[src/rtl/fifo_unpack_pkg.sv]
// Shared types and elaboration helpers for the FIFO word unpacker.
// Latency: none (package only).
// Backpressure: none (package only).
package fifo_unpack_pkg;

    typedef logic [1:0] occ_t;

    function automatic int ratio_f(input int in_w, input int out_w);
        return in_w / out_w;
    endfunction

    function automatic int beat_w_f(input int ratio);
        return (ratio > 1) ? $clog2(ratio) : 1;
    endfunction

    function automatic bit width_ok_f(input int in_w, input int out_w);
        return (out_w > 0) && (in_w >= out_w) && ((in_w % out_w) == 0);
    endfunction

endpackage

[src/rtl/fifo_unpack_buf.sv]
// Two-slot word holder: cur is the word being sliced, pre is the prefetched next word.
// Latency: a loaded word is visible in cur/pre the cycle after load.
// Backpressure: none internally; the caller never loads when both slots and the in-flight read are taken.
module fifo_unpack_buf
    import fifo_unpack_pkg::*;
#(
    parameter int W = 32
) (
    input  logic         clk,
    input  logic         reset_n,
    input  logic         load,
    input  logic [W-1:0] load_word,
    input  logic         retire,
    output logic         cur_vld,
    output logic [W-1:0] cur_word,
    output logic         pre_vld
);

    logic [W-1:0] pre_word;

    always_ff @(posedge clk) begin
        if (!reset_n) begin
            cur_vld <= 1'b0;
            pre_vld <= 1'b0;
        end else if (retire) begin
            // Retiring word is replaced by the oldest waiting word: pre first, then the landing read.
            if (pre_vld) begin
                cur_word <= pre_word;
                cur_vld  <= 1'b1;
                pre_vld  <= load;
                if (load) begin
                    pre_word <= load_word;
                end
            end else if (load) begin
                cur_word <= load_word;
            end else begin
                cur_vld <= 1'b0;
            end
        end else if (load) begin
            if (!cur_vld) begin
                cur_word <= load_word;
                cur_vld  <= 1'b1;
            end else begin
                pre_word <= load_word;
                pre_vld  <= 1'b1;
            end
        end
    end

endmodule

[src/rtl/fifo_unpacker.sv]
// Drains IN_W words from a sync FIFO and emits RATIO OUT_W beats each; FIFO_UNPACKER_MSB_FIRST_EN selects MSB-slice-first order.
// Latency: pop in cycle N gives first beat valid in cycle N+2; back-to-back beats across word boundaries.
// Backpressure: out_ready low freezes the current beat; at most two words held, pops stop once occupancy reaches two.
module fifo_unpacker
    import fifo_unpack_pkg::*;
#(
    parameter int IN_W  = 32,
    parameter int OUT_W = 8
) (
    input  logic             clk,
    input  logic             reset_n,
    input  logic             fifo_empty,
    output logic             fifo_pop,
    input  logic [IN_W-1:0]  fifo_data,
    output logic             out_valid,
    input  logic             out_ready,
    output logic [OUT_W-1:0] out_data,
    output logic             out_last,
    output logic             busy
);

    localparam int RATIO  = ratio_f(IN_W, OUT_W);
    localparam int BEAT_W = beat_w_f(RATIO);

    generate
        if (!width_ok_f(IN_W, OUT_W)) begin : g_bad_width
            $error("fifo_unpacker: IN_W must be a positive integer multiple of OUT_W");
        end
    endgenerate

    logic                        inflight;
    logic [BEAT_W-1:0]           beat_cnt;
    logic [BEAT_W-1:0]           slice_idx;
    logic                        cur_vld;
    logic                        pre_vld;
    logic [IN_W-1:0]             cur_word;
    logic [RATIO-1:0][OUT_W-1:0] slices;
    occ_t                        occ;
    logic                        last_beat;
    logic                        beat_acc;
    logic                        word_done;

    fifo_unpack_buf #(
        .W (IN_W)
    ) u_buf (
        .clk       (clk),
        .reset_n   (reset_n),
        .load      (inflight),
        .load_word (fifo_data),
        .retire    (word_done),
        .cur_vld   (cur_vld),
        .cur_word  (cur_word),
        .pre_vld   (pre_vld)
    );

    assign occ       = occ_t'(cur_vld) + occ_t'(pre_vld) + occ_t'(inflight);
    assign last_beat = (beat_cnt == BEAT_W'(RATIO - 1));
    assign beat_acc  = cur_vld & out_ready;
    assign word_done = beat_acc & last_beat;

    // A retiring word frees a slot in the same cycle, so a full buffer may still pop.
    assign fifo_pop  = reset_n & ~fifo_empty & ((occ < 2'd2) | word_done);

    always_ff @(posedge clk) begin
        if (!reset_n) begin
            inflight <= 1'b0;
            beat_cnt <= '0;
        end else begin
            inflight <= fifo_pop;
            if (beat_acc) begin
                beat_cnt <= last_beat ? '0 : beat_cnt + BEAT_W'(1);
            end
        end
    end

`ifdef FIFO_UNPACKER_MSB_FIRST_EN
    assign slice_idx = BEAT_W'(RATIO - 1) - beat_cnt;
`else
    assign slice_idx = beat_cnt;
`endif

    assign slices    = cur_word;
    assign out_data  = slices[slice_idx];
    assign out_valid = cur_vld;
    assign out_last  = cur_vld & last_beat;
    assign busy      = (occ != 2'd0);

endmodule
[config.mk]
export PLATFORM = sky130hd
export DESIGN_NAME = fifo_unpacker
export DESIGN_NICKNAME = d
export VERILOG_FILES = /design/src/rtl/fifo_unpack_pkg.sv /design/src/rtl/fifo_unpack_buf.sv /design/src/rtl/fifo_unpacker.sv
export SDC_FILE = /design/constraint.sdc
export NUM_CORES = 1
export LEC_CHECK = 0
export ABC_CLOCK_PERIOD_IN_PS = 5500
export CORE_MARGIN = 2
export CORE_UTILIZATION = 55
export CTS_CLUSTER_SIZE = 40
export DETAILED_ROUTE_END_ITERATION = 8
export DONT_BUFFER_PORTS = 1
export PLACE_DENSITY = 0.7
export SYNTH_ARGS = -nofsm -noshare
export SYNTH_HDL_FRONTEND = slang
export SYNTH_SLANG_ARGS = --single-unit
[constraint.sdc]
create_clock -name clk -period 5.5 [get_ports clk]
set_clock_uncertainty 0.15 [all_clocks]
set_input_delay 1.1 -clock clk [delete_from_list [all_inputs] [get_ports clk]]
set_output_delay 1.1 -clock clk [all_outputs]
set_load 0.01 [all_outputs]
==> results.md, run 1 <==
* Outcome: complete, no violations
* Comb power frac at ~5.5%
* Clock power frac at 32.9%
* H-tree depth at 3
* Die Span Y at ~77 um
* Hold Vio Cnt, Final at 0
* Post-DR wirelength/cell at roughly 19 um
* Sequential-to-total area share from yosys stat at 68.68%
* Bufs on Longest Clock Path at 2
* Layout area overhead at 7.140%
* Ranking of synthesized cells by area: edfxtp_1 (65%), mux2_4 (15%), mux4_2 (6.1%)
* WP data required at between 4 and 5 ns
* Critical Path Start Type: flop
* CP delay by family, top: flip-flops
* First-pass GRT wire length at 6741 um
* Clock sink count at 69
* GRT Residual Overflow at 0
* Slew Limit Fails at 0
* Floorplan row count at 26
* Sequential power share at 61.6%
* # IOs at 48
* Int Power at roughly 0.78 mW
* Worst slew pin tran at 0.8846 ns
* Fin crit period at between 3 and 4 ns
* Share of post-route cells with drive strength above 1 at 37.91%
* Drt total wl at 4239 um
* Area leader, netlist: edfxtp_1
* CP Class: flop to primary output
* Maxcap violations at 0
* Setup bufs post-CTS at 0
* Post-Syn Area at 2944 um^2
* Clock-pin slew on the worst setup and hold paths at roughly 0.070 ns
* Gr usage total at approximately 16%
* Die area at a little under 6000 um^2
* Worst Path Arrival at 2.09 ns
* Clk_lat worst skew at 0.34 ns
* Cts repair resizes at 0
* Buffers & Inverters on Critical Path at 0
* Final hold slack at 0.3992 ns
* Worst-path cell with the longest stage delay: dfxtp_1
* # setup viols final at 0
* GPL Wtd Cong at 0.7243
* Switching power at 0.2016 mW
* DRT antenna net count at 0
* IO buf count at 0
* CTS tree: built
* Slew HR at between 40% and 50%
* Period utilization at 60.79%
* Residual DRC at 0
* CTS Root Buffer Type: clkbuf_8
* Synth unique cells at 27
* Unrepaired setup endpoints after global routing: no
* Worst hold path type: flop to flop
* Max VDD drop at 0.0002447 V
* Highest Clock Rate at 0.2991 GHz
* Cell Pwr Density at 311.8 nW/um^2
* Final nets at 187
* Initial DRC Count at 54
* Starting Density at between 50% and 60%
* Syn avg cell area at between 20 and 25 um^2
* Yosys warns at 0
* Die Wd at about 77 um
* Crit-path max FO at 11
* CP endpoint kind: primary output
* Gate Count Post-Synth at 144
* Setup TNS at 0 ns
* Syn nets at 182
* Chain of cells forming the critical path: ha_1, nand3_1, a211oi_1
* Switching part of the total power at 20.50%
* Leak pwr at 1.133 nW
* Vias per cell at 5.601
* Num CTS Buffers at 9
* Core area at about 5100 um^2
* Post-synth top area share at 65.28%
* Initial antenna violation count at 0
* Router iterations before antenna repair at 4
* N_diodes at 0
* Cts hold-fix bufs at 0
* Routed via count at ~1,200
* Filler instances at between 300 and 400
* Vias in the first global route at around 1,400
* #FFs+latches synth at between 60 and 70
* Pin count of the biggest net entering global routing at 33
* Post-DP HPWL at 2761 um
* CP max stage delay at 0.76 ns
[stage by stage]
step / area, um^2 / total power [mW] / setup WS [ns] / util, % / cells
finish: 3154 / 0.9836 / 2.156 / 61.37 / 223
global route: 3154 / 1.022 / 1.925 / 61.37 / 223
CTS: 3154 / 0.9966 / 2.095 / 61.37 / 223
detailed placement: 3005 / 0.6722 / 2.473 / 58.47 / 208
global placement: 3005 / 0.6690 / 2.514 / 58.47 / 208
floorplan: 2944 / 0.6616 / 1.089 / - / 144
[worst register-to-register path, cell delays in order, from the launching register on]
cell and delay, ns:
dfxtp_1 0.76, ha_1 0.41, nand2_1 0.15, a211oi_4 0.72, buf_4 0.39
[cell families after synthesis]
group	after synthesis	synth area share, %
muxes	40	22.18
buffers and inverters	8	1.955
DFF	69	68.68
and+or+nand+nor	13	3.103
adders and majority gates	2	1.105
AOI/OAI and AO/OA	12	2.975
[layout by cell type (no fill, tap or decap)]
cell       n
a21bo_2    1
mux2_4    30
ha_1       1
a211oi_4   1
and3b_1    1
edfxtp_1  64
dfxtp_1    5
fa_1       1
nand2b_1   1
a211oi_1   2
buf_4      1
nand3_1    3
mux4_2     8
and2_1     1
and4bb_2   1
inv_1      1
a21o_1     1
clkbuf_1   3
a32o_1     1
clkbuf_8   9
a21boi_0   2
clkinv_1   1
o21ai_0    1
nand2_1    3
mux2_2     2
o21a_1     1
nand4_4    1
or2_2      1
nor2_4     1
clkinv_2   2
a21oi_1    2
[flip-flops by register name, indices dropped and copies added (netlist names)]
| signal | flops |
|---|---|
| inflight | 1 |
| u_buf.cur_vld | 1 |
| u_buf.pre_vld | 1 |
| u_buf.cur_word | 32 |
| u_buf.pre_word | 32 |
| beat_cnt | 2 |
[cell type report]
class / instances / area (um^2) / area share, %
clock buffer: 12 / 135.1 / 4.284
clock inverter: 3 / 13.76 / 0.4363
inverter: 1 / 3.754 / 0.1190
multi-input combinational: 67 / 884.6 / 28.04
sequential: 69 / 2022 / 64.10
tap: 70 / 87.58 / 2.777
timing repair buffer: 1 / 7.507 / 0.2380
[final timing paths]
path | from | to | slack, ns | cells past startpoint
setup / recovery | beat_cnt[0] | fifo_pop | 2.16 | 3
hold / removal | inflight | u_buf.cur_vld | 0.40 | 2
setup reg to reg | beat_cnt[0] | u_buf.cur_word[21] | 2.61 | 4
hold reg to reg | inflight | u_buf.cur_vld | 0.40 | 2
[synthesized netlist by cell type]
cell,number
a21o_1,1
and4bb_2,1
inv_1,1
edfxtp_1,64
o21ai_0,1
and2_1,1
nand3_1,3
fa_1,1
a211oi_1,3
buf_2,4
buf_6,3
a21bo_2,1
o21a_1,1
nand4_4,1
mux2_2,2
a21oi_1,2
nor2_1,1
ha_1,1
a32o_1,1
a21boi_0,2
mux4_2,8
nand2b_1,1
dfxtp_1,5
or2_2,1
mux2_4,30
and3b_1,1
nand2_1,3
[power by group through the flow]
stage                     Sequential, mW  Combinational (mW)  Clock [mW]
final                              0.606              0.0537       0.324
after global routing               0.608              0.0582       0.356
after CTS                          0.606              0.0546       0.336
after detailed placement           0.618              0.0545           0
after global placement             0.616              0.0528           0
after floorplan                    0.612              0.0501           0
[layer usage]
metal | up-vias | track usage, % | routed length [um]
met2 | 37 | 24.26 | 2135
met3 | 9 | 6.588 | 253
met1 | 619 | 18.40 | 1763
met4 | 0 | 9.643 | 87
li1 | 584 | - | -
met5 | - | 0 | 0
No activity file was read; power rests on OpenSTA's default activity.
==> inputs of run 2 (changes only) <==
--- a/config.mk
+++ b/config.mk
@@ -5,7 +5,7 @@
 export SDC_FILE = /design/constraint.sdc
 export NUM_CORES = 1
 export LEC_CHECK = 0
-export ABC_CLOCK_PERIOD_IN_PS = 5500
+export ABC_CLOCK_PERIOD_IN_PS = 3100
 export CORE_MARGIN = 2
 export CORE_UTILIZATION = 55
 export CTS_CLUSTER_SIZE = 40
==> constraint.sdc (replaced) <==
create_clock -name clk -period 3.1 [get_ports clk]
set_clock_uncertainty 0.15 [all_clocks]
set_input_delay 0.62 -clock clk [delete_from_list [all_inputs] [get_ports clk]]
set_output_delay 0.62 -clock clk [all_outputs]
set_load 0.01 [all_outputs]
==> run 2 against run 1 <==
Effect of this change: sequential cell count stayed put; clock power is 130% higher; core utilization is 1.8 points higher; non-clock buffer count is 5 higher; sequential power is 77% higher; routed wire length is 2.6% higher; power is 95% higher; final cell count is 2.7% higher; register-to-register slack worse by 1.7 ns; setup slack worse by 1.7 ns; count of clock-buffer cells in the layout is 2 lower; critical endpoint is now busy; largest cell class unchanged.
==> results.md, run 2 (synthesis results as in run 1) <==
* Outcome: complete, no violations
* GRT Residual Overflow at 0
* Die Span Y at 77.17 um
* CTS tree: built
* Num CTS Buffers at 9
* Drt total wl at 4350 um
* Post-DR wirelength/cell at 19.00 um
* IO buf count at 0
* Clk_lat worst skew at approximately 0.33 ns
* WP data required at 2.33 ns
* N_diodes at 0
* Router iterations before antenna repair at 4
* Die area at 5954 um^2
* Final nets at 192
* GPL Wtd Cong at 0.7446
* Setup bufs post-CTS at 0
* Core area at 5140 um^2
* Initial antenna violation count at 0
* Switching power at 0.3694 mW
* Clock power frac at between 30% and 40%
* Initial DRC Count at about 80
* Hold Vio Cnt, Final at 0
* Fin crit period at 2.669 ns
* Commonest non-fill, non-tap cell in the layout: edfxtp_1
* Cell Pwr Density at 591.7 nW/um^2
* Most frequent cells in the layout: edfxtp_1 (64), mux2_4 (30), clkbuf_8 (9), mux4_2 (8), buf_4 (6)
* Worst Path Arrival at approximately 1.9 ns
* Crit-path max FO at 15
* Leak pwr at 1.185 nW
* Clock-pin slew on the worst setup and hold paths at 0.07 ns
* DRT antenna net count at 0
* Slew HR at between 50% and 60%
* CTS Root Buffer Type: clkbuf_8
* Clock sink count at 69
* Comb power frac at 5.3%
* Cts repair resizes at 0
* Switching part of the total power at between 10% and 20%
* Layout area overhead at 10.33%
* Dpl ws at 0.7746 ns
* First-pass GRT wire length at 7051 um
* Unrepaired setup endpoints after global routing: no
* Vias in the first global route at 1,437
* Floorplan row count at 26
* Routed via count at between 1,000 and 1,500
* Top flop regs: u_buf.cur_word (32), u_buf.pre_word (32), beat_cnt (2)
* # IOs at 48
* Max VDD drop at 0.0003306 V
* Sequential power share at roughly 56%
* Slew Limit Fails at 0
* Starting Density at 57.28%
* Share of post-route cells with drive strength above 1 at 40.88%
* CP Class: flop to primary output
* Residual DRC at 0
* Gr usage total at 16.03%
* Maxcap violations at 0
* Int Power at about 1.6 mW
* Die Wd at 77.17 um
* Vias per cell at 5.721
* H-tree depth at 3
* Post-DP HPWL at between 2000 and 3000 um
* Period utilization at between 80% and 90%
* Setup TNS at 0 ns
* Worst hold path type: input pin to flop
* Final WS setup at 0.4313 ns
* Pin count of the biggest net entering global routing at 33
* Critical Path Start Type: flop
* Bufs on Longest Clock Path at 2
* Highest Clock Rate at 0.3747 GHz
* CP endpoint kind: primary output
* # setup viols final at 0
* Cts hold-fix bufs at 0
* Worst slew pin tran at 0.6717 ns
run 2: cell types whose count changed in the layout (fill, tap and decap cells not counted):
cell,change
buf_4,+5
clkinv_1,+1
clkbuf_1,-2
bufinv_16,+2
run 2: routing by layer:
layer | global-route usage (%) | up-vias | routed length, um
met5 | 0 | - | 0
met4 | 10.18 | 0 | 102
met3 | 5.529 | 9 | 275
met2 | 25.65 | 41 | 2199
met1 | 18.41 | 665 | 1771
li1 | - | 595 | -
run 2: power groups by stage:
| stage | Clock, mW | Combinational (mW) | Sequential (mW) |
|---|---|---|---|
| 3_5_place_dp | 0 | 0.104 | 1.09 |
| 5_1_grt | 0.808 | 0.110 | 1.07 |
| 6_report | 0.750 | 0.101 | 1.07 |
| 2_1_floorplan | 0 | 0.0898 | 1.08 |
| 3_3_place_gp | 0 | 0.100 | 1.09 |
| 4_1_cts | 0.772 | 0.104 | 1.07 |
run 2: worst max-delay path: stages (launching register included):
cell     delay (ns)
dfxtp_1        0.75
fa_1           0.50
or2_2          0.31
run 2: stage by stage:
stage	power [mW]	hold slack [ns]	util (%)	std cells	instance area (um^2)
final	1.922	0.2027	63.19	229	3248
after global routing	1.991	0.1817	63.19	229	3248
after CTS	1.946	0.1836	63.19	229	3248
after detailed placement	1.195	0.3844	59.20	213	3043
after global placement	1.188	0.3657	59.20	213	3043
after floorplan	1.174	0.3528	-	144	2949
run 2: final cells by class:
| class | count | area (um^2) |
|---|---|---|
| Clock buffer | 10 | 127.6 |
| Clock inverter | 6 | 77.57 |
| Fill cell | 385 | 1892 |
| Inverter | 1 | 3.754 |
| Multi-Input combinational cell | 67 | 884.6 |
| Sequential cell | 69 | 2022 |
| Tap cell | 70 | 87.58 |
| Timing Repair Buffer | 6 | 45.04 |
run 2: final timing paths:
check,to,slack [ns],depth (start not counted),start
worst max-delay path,busy,0.43,2,u_buf.cur_vld
worst min-delay path,inflight,0.20,1,fifo_empty
worst max register to register,u_buf.cur_word[29],0.95,3,u_buf.cur_vld
worst min register to register,u_buf.cur_word[24],0.40,1,u_buf.pre_word[24]
